<file path="config.mk">
export PLATFORM = sky130hd
export DESIGN_NAME = rf_wb_arbiter
export DESIGN_NICKNAME = d
export VERILOG_FILES = /design/src/rtl/rf_wb_arbiter.sv
export SDC_FILE = /design/constraint.sdc
export NUM_CORES = 1
export LEC_CHECK = 0
export ABC_AREA = 1
export CAP_MARGIN = 20
export CORE_MARGIN = 2
export CORE_UTILIZATION = 51
export CTS_BUF_LIST = sky130_fd_sc_hd__clkbuf_8 sky130_fd_sc_hd__clkbuf_16
export CTS_CLUSTER_SIZE = 40
export DETAILED_ROUTE_END_ITERATION = 7
export HOLD_SLACK_MARGIN = 0.06
export PLACE_DENSITY_LB_ADDON = 0.1
export SLEW_MARGIN = 30
export SYNTH_ARGS = -nofsm -noshare
export SYNTH_HDL_FRONTEND = slang
export SYNTH_SLANG_ARGS = --single-unit
</file>
<file path="constraint.sdc">
create_clock -name clk -period 6.21 [get_ports clk]
set_input_delay 1.242 -clock clk [delete_from_list [all_inputs] [get_ports clk]]
set_output_delay 1.242 -clock clk [all_outputs]
set_load 0.03 [all_outputs]
</file>
<file path="src/rtl/rf_wb_arbiter.sv">
// Writeback arbiter for the register file's single write port.
// Two requesters (ALU, LSU) share the port; a pending scoreboard drives the decode stall.
module rf_wb_arbiter #(
  parameter int XLEN      = 32,
  parameter int NREG      = 32,
  parameter int PRIO_MODE = 0
) (
  input  logic            clk,
  input  logic            rst,
  input  logic            i_a_valid,
  input  logic [4:0]      i_a_rd,
  input  logic [XLEN-1:0] i_a_data,
  output logic            o_a_ready,
  input  logic            i_b_valid,
  input  logic [4:0]      i_b_rd,
  input  logic [XLEN-1:0] i_b_data,
  output logic            o_b_ready,
  input  logic            i_issue_valid,
  input  logic [4:0]      i_issue_rd,
  input  logic [4:0]      i_rs1,
  input  logic [4:0]      i_rs2,
  output logic            o_stall,
  output logic            o_wr,
  output logic [4:0]      o_rd,
  output logic [XLEN-1:0] o_write_data
);

  localparam bit FIXED = (PRIO_MODE != 0);

  logic            last_b;
  logic            grant_a, grant_b, xfer;
  logic [4:0]      sel_rd;
  logic [XLEN-1:0] sel_data;
  logic [NREG-1:0] pending, pending_nxt, set_mask, clr_mask;

  // A wins a conflict when priority is fixed or B was granted last.
  always_comb begin
    grant_a  = i_a_valid & (~i_b_valid | FIXED | last_b);
    grant_b  = i_b_valid & ~grant_a;
    xfer     = grant_a | grant_b;
    sel_rd   = grant_a ? i_a_rd   : i_b_rd;
    sel_data = grant_a ? i_a_data : i_b_data;
  end

  assign o_a_ready = grant_a;
  assign o_b_ready = grant_b;

  // Set after clear so a same-cycle reissue keeps the register pending.
  always_comb begin
    set_mask = '0;
    clr_mask = '0;
    if (i_issue_valid && i_issue_rd != 5'd0) set_mask[i_issue_rd] = 1'b1;
    if (xfer && sel_rd != 5'd0)              clr_mask[sel_rd]     = 1'b1;
    pending_nxt    = (pending & ~clr_mask) | set_mask;
    pending_nxt[0] = 1'b0;
  end

  assign o_stall = pending[i_rs1] | pending[i_rs2];

  always_ff @(posedge clk or posedge rst) begin
    if (rst) begin
      o_wr         <= 1'b0;
      o_rd         <= 5'd0;
      o_write_data <= '0;
      pending      <= '0;
      last_b       <= 1'b1;
    end else begin
      o_wr    <= xfer && (sel_rd != 5'd0);
      pending <= pending_nxt;
      if (xfer) begin
        o_rd         <= sel_rd;
        o_write_data <= sel_data;
        last_b       <= grant_b;
      end
    end
  end

endmodule

</file>
==> results of run 1 <==
synthesized netlist by cell type (all sizes together):
library cell / instances / area, sq um
nand2: 282 / 1120
clkinv: 1 / 3.75
dfstp: 1 / 26.3
o21ai: 17 / 92.6
nand4: 9 / 56.3
dfrtp: 69 / 1730
nor2: 42 / 189
clkbuf: 9 / 33.8
a21oi: 1 / 5.00
buf: 17 / 106
o211ai: 1 / 7.51
inv: 47 / 179
nand3: 118 / 591
nand3b: 3 / 22.5
nor4: 3 / 18.8
nor3: 1 / 5.00
placed cells by master, fill, tap and decap left out, types with 3 or more instances in the layout:
cell and n:
inv_1 45, nand3_1 118, o21ai_0 15, nand2_4 5, nand3b_1 3, dfrtp_1 69
clkdlybuf4s50_1 134, nand2_1 266, nor2_1 39, clkbuf_8 10, nand2_2 11, nand4_1 9
nor4_1 3, bufinv_16 3
how the worst max path moves through the flow:
stage / endpoint / slack, ps / start / cells after the start
2_1_floorplan: o_stall / 2610 / i_rs1[0] / 11
3_3_place_gp: o_stall / 1320 / i_rs2[0] / 10
3_5_place_dp: o_stall / 1250 / i_rs2[0] / 10
4_1_cts: o_stall / 1240 / i_rs2[0] / 10
5_1_grt: o_stall / 960 / i_rs2[0] / 10
6_report: o_stall / 1210 / i_rs2[0] / 10
state kept, by name, summed over array words and instances, names as in the netlist:
register / flops
last_b: 1
o_write_data: 32
o_rd: 5
o_wr: 1
pending: 31
critical path: cells and delay by family:
kind                   cells  cell delay [ps]
buffers and inverters      3             1890
AND/OR/NAND/NOR            7              610
layout make-up:
| class | count | area (sq um) | share of cell area |
|---|---|---|---|
| Multi-Input combinational cell | 477 | 2110 | 0.363 |
| Inverter | 48 | 183 | 0.0314 |
| Sequential cell | 70 | 1750 | 0.302 |
| Clock inverter | 6 | 110 | 0.0189 |
| Timing Repair Buffer | 137 | 1390 | 0.239 |
| Clock buffer | 10 | 138 | 0.0237 |
| Tap cell | 105 | 131 | 0.0226 |
power by group through the flow:
stage	Combinational, mW	Sequential [mW]	Clock, mW
6_report	0.493	0.636	0.459
5_1_grt	0.547	0.647	0.483
4_1_cts	0.491	0.636	0.461
3_5_place_dp	0.488	0.644	0
3_3_place_gp	0.479	0.643	0
2_1_floorplan	0.233	0.678	0
per-layer routing:
layer / wire (microns) / vias up / share of wire
met4: 317 / 0 / 0.025
met1: 5240 / 2048 / 0.41
met2: 6190 / 192 / 0.48
li1: - / 2219 / -
met5: 0 / - / 0
met3: 1060 / 27 / 0.083
cells by family (layout without fill, tap and decap cells):
family,after synthesis,after routing,share of synthesized area
compound gates,19,19,0.0251
buf+inv,74,201,0.0771
flops,70,70,0.419
simple gates,458,458,0.479
==> reports/results.tsv, run 1 <==
stage	metric	value	unit
setup_path	critical path's slowest cell	clkdlybuf4s50_1	
route	DRC viols	0	
clock_tree	H-tree lvl count	3	
sta	Tmin final	5000	ps
sta	final hold violation count	0	
floorplanning	area of the core	0.00809	sq mm
placed_design	DP Worst Slack	1250	ps
pwr	Sw Share	0.350	
pwr	Pint	1.03	mW
global_routing	initial antenna violation count	0	
clock_tree	CTS tree	built	
cells_and_area	share of layout cells above drive strength 1	0.0575	
synthesis	post-synthesis sequential area ratio	0.419	
global_routing	vias in the first global route	4414	
cells_and_area	Post-Layout Cell Count	853	
min_path	Min-Delay Startpoint	pending[7]$_DFF_PP0_	
setup_path	Worst R2R Start	last_b$_DFFE_PP1P_	
synthesis	#FFs+latches synth	70	
synthesis	Avg Inst Size Synth	6.74	sq um
min_path	Hold Path Depth	2	
cells_and_area	area delta synth->final	38.9	%
route	Total Wirelength	12800	microns
setup_path	CP arrival	3760	ps
cells_and_area	final core utilization	0.718	
sta	Final Worst Setup Slack	1210	ps
route	ANT nets after route	0	
pwr	P_sw	0.555	mW
sta	final worst path period share	0.805	
cells_and_area	Nets	837	
global_routing	met2 Use GR	0.497	
global_routing	GRT met1 Usage	0.392	
pwr	Sequential Power Share	0.401	
clock_tree	clock slew at reported path FFs	70	ps
placed_design	GPL Wtd Cong	0.911	
floorplanning	DIE AREA	0.00895	sq mm
synthesis	Syn Std Cell Area	0.00419	sq mm
setup_path	R2R setup slack	3940	ps
setup_path	crit-path max cell delay	850	ps
route	Vias	4486	
pwr	clock network power share	0.289	
global_routing	largest net degree at the start of global routing	71	
floorplanning	I/O pin cnt	135	
setup_path	CP Cell Sequence	clkdlybuf4s50_1, inv_1, nand2_1, nand3_1, nand3_1, nand3_1, nand3b_1, nand2_1, nand2_1, clkdlybuf4s50_1	
global_routing	busiest grt layer	met2	
sta	Fmax achieved	200	MHz
sta	Worst Tran Pin Value	893	ps
setup_path	required time worst endpoint	4970	ps
flow_run	Max Cap Viol	0	
cells_and_area	fin area	0.00581	sq mm
global_routing	GRT overflow	0	
placed_design	Port Buf Inserts	134	
sta	clock skew	9.53	ps
setup_path	Reg2Reg Depth	9	
synthesis	Gate Count Post-Synth	621	
clock_tree	worst skew pair latency	350	ps
route	1st-iter DRT viols	257	
global_routing	Total GRT Usage	0.308	
pwr	Peak VDD IR	163	uV
status	status	finished, final reports clean	
sta	RSZ-0062 raised after global routing	false	
clock_tree	Hold Buf Count CTS	0	
sta	# setup viols final	0	
floorplanning	initial core utilization	0.517	
setup_path	Setup CP Type	input pin to primary output	
clock_tree	Clock Tree Buf Depth	2	
cells_and_area	fill count	696	
cells_and_area	ant diodes	0	
synthesis	Ys Warns	0	
route	First-pass DRT Iterations	5	
pwr	total power	1.59	mW
sta	Hold Worst Slack	481	ps
floorplanning	Rows	33	
clock_tree	cts repair resizes	0	
sta	Pins Over Slew Limit	0	
global_routing	grt met3 use	0.0958	
setup_path	crit end category	primary output	
pwr	combinational share of power	0.310	
clock_tree	cts bufs inserted	9	
setup_path	CP Launch Type	input pin	
global_routing	first-pass GRT wire length	21500	microns
placed_design	HPWL Detailed	9540	microns
min_path	Hold Crit Class	flop to flop	
synthesis	Post-Syn Nets	715	
clock_tree	CTS sink count	70	
route	routed len/inst	15.0	microns
pwr	PD cells	273	mW/mm^2
placed_design	area post-placement	0.00553	sq mm
setup_path	r2r endpoint	pending[4]$_DFF_PP0_	
min_path	Min-Delay Endpoint	pending[7]$_DFF_PP0_	
floorplanning	die span in x	94.6	microns
setup_path	CP Max Fanout	18	
synthesis	Netlist cell types	25	
sta	final setup TNS	0	ps
clock_tree	postcts setup bufs	0	
pwr	Lkg Pwr	2.82	nW
clock_tree	Root Buffer	clkbuf_8	
placed_design	placed insts	836	
floorplanning	Die Height	94.6	microns
route	Via density	5.26	
sta	normalized max-slew margin	0.399	
Power figures use the tool's default switching activity.
==> inputs of run 2 (changes only) <==
Settings changed: CORE_UTILIZATION 51 to 47.
Clock period 6.21 ns to 5 ns, I/O delays scaled along.
==> run 2 against run 1 <==
- die area rose by 8.2%
- clock power rose by 12%
- final cell count rose by 0.70%
- wire length rose by 2.5%
- critical endpoint unchanged
- non-clock buffer count rose by 3
- clock-buffer cell count fell by 1
- register-to-register slack got worse by 1300 ps
- via count rose by 0.27%
- largest cell class unchanged
- sequential power rose by 26%
- flip-flop and latch count did not move
- power rose by 21%
- sequential share of layout area rose by 0.12 points
==> reports/results.tsv, run 2 (synthesized netlist as in run 1, its figures left out) <==
stage	metric	value	unit	change
route	Vias	4498		was 4486
floorplanning	area of the core	0.00868	sq mm	was 0.00809 sq mm
global_routing	GRT overflow	0		unchanged
clock_tree	cts bufs inserted	9		unchanged
floorplanning	I/O pin cnt	135		unchanged
pwr	PD cells	332	mW/mm^2	was 273 mW/mm^2
clock_tree	worst skew pair latency	340	ps	was 350 ps
sta	final worst path period share	0.839		
sta	normalized max-slew margin	0.474		was 0.399
clock_tree	CTS tree	built		unchanged
clock_tree	H-tree lvl count	3		unchanged
setup_path	crit end category	primary output		unchanged
setup_path	required time worst endpoint	4000	ps	was 4970 ps
sta	clock skew	5.82	ps	was 9.53 ps
clock_tree	CTS sink count	70		unchanged
setup_path	r2r endpoint	pending[26]$_DFF_PP0_		was pending[4]$_DFF_PP0_
pwr	Sw Share	0.366		was 0.350
setup_path	Setup CP Type	input pin to primary output		unchanged
cells_and_area	area delta synth->final	38.3	%	was 38.9%
cells_and_area	largest registers	o_write_data: 32 flops, pending: 31 flops, o_rd: 5 flops		unchanged
floorplanning	Die Height	98.4	microns	was 94.6 microns
placed_design	GPL Wtd Cong	0.990		was 0.911
cells_and_area	fill count	751		was 696
route	routed len/inst	15.3	microns	was 15.0 microns
sta	RSZ-0062 raised after global routing	false		unchanged
floorplanning	DIE AREA	0.00968	sq mm	was 0.00895 sq mm
cells_and_area	most common cell after layout, fill and taps aside	nand2_1		unchanged
placed_design	Port Buf Inserts	134		unchanged
min_path	Hold Path Depth	2		unchanged
cells_and_area	share of layout cells above drive strength 1	0.0626		was 0.0575
cells_and_area	Nets	840		was 837
sta	Worst Tran Pin Value	786	ps	was 893 ps
placed_design	placed insts	843		was 836
setup_path	Reg2Reg Depth	12		was 9
cells_and_area	Post-Layout Cell Count	859		was 853
cells_and_area	max reg flops	32		unchanged
global_routing	initial antenna violation count	0		unchanged
cells_and_area	Reg with most FFs	o_write_data		unchanged
floorplanning	Rows	34		was 33
pwr	clock network power share	0.267		was 0.289
pwr	Sequential Power Share	0.415		was 0.401
pwr	Lkg Pwr	2.81	nW	was 2.82 nW
cells_and_area	final core utilization	0.667		was 0.718
global_routing	largest net degree at the start of global routing	44		was 71
placed_design	HPWL Detailed	9670	microns	was 9540 microns
min_path	Hold Crit Class	flop to flop		unchanged
status	status	finished, final reports clean		unchanged
floorplanning	die span in x	98.4	microns	was 94.6 microns
cells_and_area	ant diodes	0		unchanged
route	Via density	5.24		was 5.26
sta	Fmax achieved	238	MHz	
route	1st-iter DRT viols	325		was 257
pwr	Peak VDD IR	139	uV	was 163 uV
flow_run	Max Cap Viol	0		unchanged
clock_tree	cts repair resizes	0		unchanged
sta	# setup viols final	0		unchanged
sta	Final Worst Setup Slack	803	ps	was 1210 ps
pwr	Pint	1.22	mW	was 1.03 mW
setup_path	CP arrival	3200	ps	was 3760 ps
setup_path	Worst R2R Start	last_b$_DFFE_PP1P_		unchanged
setup_path	R2R setup slack	2670	ps	was 3940 ps
pwr	P_sw	0.705	mW	was 0.555 mW
sta	final setup TNS	0	ps	unchanged
global_routing	vias in the first global route	4514		was 4414
route	Total Wirelength	13100	microns	was 12800 microns
sta	Tmin final	4200	ps	
route	ANT nets after route	0		unchanged
pwr	combinational share of power	0.318		was 0.310
setup_path	CP Launch Type	input pin		unchanged
clock_tree	clock slew at reported path FFs	80	ps	was 70 ps
route	First-pass DRT Iterations	5		unchanged
sta	Hold Worst Slack	486	ps	was 481 ps
floorplanning	initial core utilization	0.482		was 0.517
min_path	Min-Delay Startpoint	o_write_data[17]$_DFFE_PP0P_		was pending[7]$_DFF_PP0_
global_routing	first-pass GRT wire length	22200	microns	was 21500 microns
setup_path	CP Max Fanout	9		was 18
clock_tree	Root Buffer	clkbuf_8		unchanged
min_path	Min-Delay Endpoint	o_write_data[17]$_DFFE_PP0P_		was pending[7]$_DFF_PP0_
cells_and_area	most frequent cells in the layout	nand2_1, clkdlybuf4s50_1, nand3_1, dfrtp_1, inv_1		unchanged
clock_tree	Hold Buf Count CTS	0		unchanged
clock_tree	Clock Tree Buf Depth	2		unchanged
sta	Pins Over Slew Limit	0		unchanged
sta	final hold violation count	0		unchanged
placed_design	DP Worst Slack	842	ps	was 1250 ps
clock_tree	postcts setup bufs	0		unchanged
global_routing	Total GRT Usage	0.288		was 0.308
route	DRC viols	0		unchanged
run 2: area by class of cell:
class,count,area [sq um],share of cell area
clock buffer,9,124,0.0214
clock inverter,7,97.6,0.0169
inverter,48,184,0.0318
multi-input combinational,477,2110,0.365
sequential,70,1750,0.303
tap,108,135,0.0233
timing repair buffer,140,1390,0.239
run 2: layer usage:
layer  up-vias  wire [microns]  global-route usage
li1       2228               -                   -
met1      2044            5370               0.373
met2       199            6180               0.463
met3        27            1200              0.0680
met4         0             384               0.121
met5         -               0                   0
run 2: power groups by stage:
stage               clock network (mW)  logic, mW  registers [mW]
finish                           0.514      0.612           0.799
global route                     0.549      0.680           0.807
CTS                              0.526      0.614           0.795
detailed placement                   0      0.611           0.805
global placement                     0      0.605           0.807
floorplan                            0      0.290           0.842
run 2: worst max-delay path: stages:
cell and delay [ps]:
clkdlybuf4s50_1 640, clkinv_1 310, nand3_1 180, nand3_1 70
nand2_1 70, nand2_1 50, nand3_1 70, nand2_1 70
nand2_1 70, clkdlybuf4s50_1 660
run 2: worst max path at each step:
stage                         from      end  slack, ps  depth (start not counted)
final                     i_rs2[1]  o_stall        800                         10
after global routing      i_rs2[1]  o_stall        640                         10
after CTS                 i_rs2[1]  o_stall        830                         10
after detailed placement  i_rs2[1]  o_stall        840                         10
after global placement    i_rs2[1]  o_stall        870                         10
after floorplan           i_rs1[0]  o_stall       1880                         11
run 2: per-stage QoR:
stage               cell area (sq um)  power [mW]
floorplan                        4190        1.13
global placement                 5570        1.41
detailed placement               5570        1.42
CTS                              5790        1.94
global route                     5790        2.04
finish                           5790        1.93
==> inputs of run 3 (changes only) <==
Clock period 5 ns to 4.4 ns, I/O delays scaled along.
==> run 3 against run 2 <==
- combinational power is 14% higher
- first-iteration DRC count down 2.8%
- sequential share of layout area decreased by 0.072 points
- worst hold slack improved by 3.7 ps
- worst setup slack lost 320 ps
- global-route usage is 0.82 points lower
- register-to-register slack got worse by 650 ps
==> reports/results.tsv, run 3 (synthesized netlist as in run 1, its figures left out) <==
stage	metric	value	unit	change
cells_and_area	ant diodes	0		unchanged
placed_design	placed insts	845		was 843
cells_and_area	fill count	791		was 751
cells_and_area	most frequent cells in the layout	nand2_1, clkdlybuf4s50_1, nand3_1, dfrtp_1, inv_1		unchanged
route	Vias	4594		was 4498
route	First-pass DRT Iterations	5		unchanged
sta	Worst Tran Pin Value	1020	ps	was 786 ps
pwr	Peak VDD IR	173	uV	was 139 uV
cells_and_area	max reg flops	32		unchanged
clock_tree	CTS tree	built		unchanged
global_routing	vias in the first global route	4617		was 4514
clock_tree	CTS sink count	70		unchanged
clock_tree	postcts setup bufs	0		unchanged
placed_design	Port Buf Inserts	134		unchanged
global_routing	Total GRT Usage	0.279		was 0.288
setup_path	CP arrival	3040	ps	was 3200 ps
setup_path	Worst R2R Start	last_b$_DFFE_PP1P_		unchanged
sta	clock skew	7.38	ps	was 5.82 ps
pwr	Lkg Pwr	2.82	nW	was 2.81 nW
route	DRC viols	0		unchanged
placed_design	HPWL Detailed	9810	microns	was 9670 microns
flow_run	Max Cap Viol	0		unchanged
floorplanning	die span in x	98.4	microns	unchanged
global_routing	first-pass GRT wire length	21600	microns	was 22200 microns
floorplanning	Rows	34		unchanged
placed_design	GPL Wtd Cong	0.914		was 0.990
sta	Tmin final	3920	ps	
floorplanning	initial core utilization	0.482		unchanged
floorplanning	DIE AREA	0.00968	sq mm	unchanged
floorplanning	area of the core	0.00868	sq mm	unchanged
sta	normalized max-slew margin	0.317		was 0.474
global_routing	initial antenna violation count	0		unchanged
route	1st-iter DRT viols	316		was 325
route	routed len/inst	15.1	microns	was 15.3 microns
clock_tree	Hold Buf Count CTS	0		unchanged
route	Total Wirelength	13000	microns	was 13100 microns
clock_tree	clock slew at reported path FFs	80	ps	about the same
route	Via density	5.34		was 5.24
setup_path	Setup CP Type	input pin to primary output		unchanged
sta	final setup TNS	0	ps	unchanged
clock_tree	Root Buffer	clkbuf_8		unchanged
sta	Fmax achieved	255	MHz	
sta	final hold violation count	0		unchanged
setup_path	CP Launch Type	input pin		unchanged
route	ANT nets after route	0		unchanged
floorplanning	I/O pin cnt	135		unchanged
min_path	Min-Delay Startpoint	o_write_data[26]$_DFFE_PP0P_		was o_write_data[17]$_DFFE_PP0P_
cells_and_area	Nets	842		was 840
global_routing	GRT overflow	0		unchanged
cells_and_area	Post-Layout Cell Count	861		was 859
sta	RSZ-0062 raised after global routing	false		unchanged
floorplanning	Die Height	98.4	microns	unchanged
min_path	Hold Crit Class	flop to flop		unchanged
sta	final worst path period share	0.890		
setup_path	required time worst endpoint	3520	ps	was 4000 ps
pwr	PD cells	377	mW/mm^2	was 332 mW/mm^2
clock_tree	worst skew pair latency	340	ps	about the same
sta	Pins Over Slew Limit	0		unchanged
cells_and_area	Reg with most FFs	o_write_data		unchanged
cells_and_area	largest registers	o_write_data: 32 flops, pending: 31 flops, o_rd: 5 flops		unchanged
clock_tree	Clock Tree Buf Depth	2		unchanged
clock_tree	H-tree lvl count	3		unchanged
status	status	finished, final reports clean		unchanged
cells_and_area	area delta synth->final	38.6	%	was 38.3%
clock_tree	cts repair resizes	0		unchanged
setup_path	crit end category	primary output		unchanged
cells_and_area	most common cell after layout, fill and taps aside	nand2_1		unchanged
cells_and_area	share of layout cells above drive strength 1	0.0651		was 0.0626
sta	# setup viols final	0		unchanged
clock_tree	cts bufs inserted	9		unchanged
setup_path	Worst Setup SP	i_rs2[1]		unchanged
setup_path	CP Max Fanout	9		unchanged
global_routing	largest net degree at the start of global routing	45		was 44
-- run 3: cell types whose count changed in the layout (fill, tap and decap cells not counted) --
cell / change
inv_2: +1
buf_4: +2
clkinv_2: -1
-- run 3: worst max-delay path: stages --
cell and delay (ps):
clkdlybuf4s50_1 640, clkinv_1 300, nor2_1 160, nand2_1 60
nand3_1 70, nand3_1 70, nand3b_1 90, nand2_1 50
nand2_1 60, clkdlybuf4s50_1 660
-- run 3: path summary, 6_finish.rpt --
check                           cells past startpoint                            to  slack [ps]
min in group asynchronous                           2  o_write_data[21]$_DFFE_PP0P_         890
worst max register to register                     11          pending[4]$_DFF_PP0_        2020
max in group asynchronous                           3         pending[30]$_DFF_PP0_        2520
worst max-delay path                               10                       o_stall         480
worst min-delay path                                2  o_write_data[26]$_DFFE_PP0P_         490
worst min register to register                      2  o_write_data[26]$_DFFE_PP0P_         490
-- run 3: through the flow --
step                      instance area [sq um]  power, mW   util  hold WS (ps)  setup WS (ps)
after floorplan                            4190       1.29      -           442           1520
after global placement                     5580       1.60  0.643           466            554
after detailed placement                   5580       1.61  0.643           472            507
after CTS                                  5800       2.19  0.669           492            502
after global routing                       5800       2.31  0.669           506            268
final                                      5800       2.19  0.669           489            484
-- run 3: area by class of cell --
type                    count  area (sq um)  share of cell area
inverters                  48           183              0.0315
well taps                 108           135              0.0233
repair buffers            142          1400               0.241
clock buffers               9           124              0.0213
clock inverters             7          97.6              0.0168
multi-input cells         477          2110               0.364
flip-flops and latches     70          1750               0.302
-- run 3: report_power, final --
part,internal [mW],leakage [nW],switching (mW)
Clock,0.321,0.106,0.263
Sequential,0.780,0.845,0.121
Combinational,0.287,1.87,0.413
Total,1.39,2.82,0.797
-- run 3: metal layers --
layer,global-route usage,part of all wire
met5,0,0
met4,0.131,0.042
met3,0.0909,0.088
met1,0.345,0.41
met2,0.445,0.46
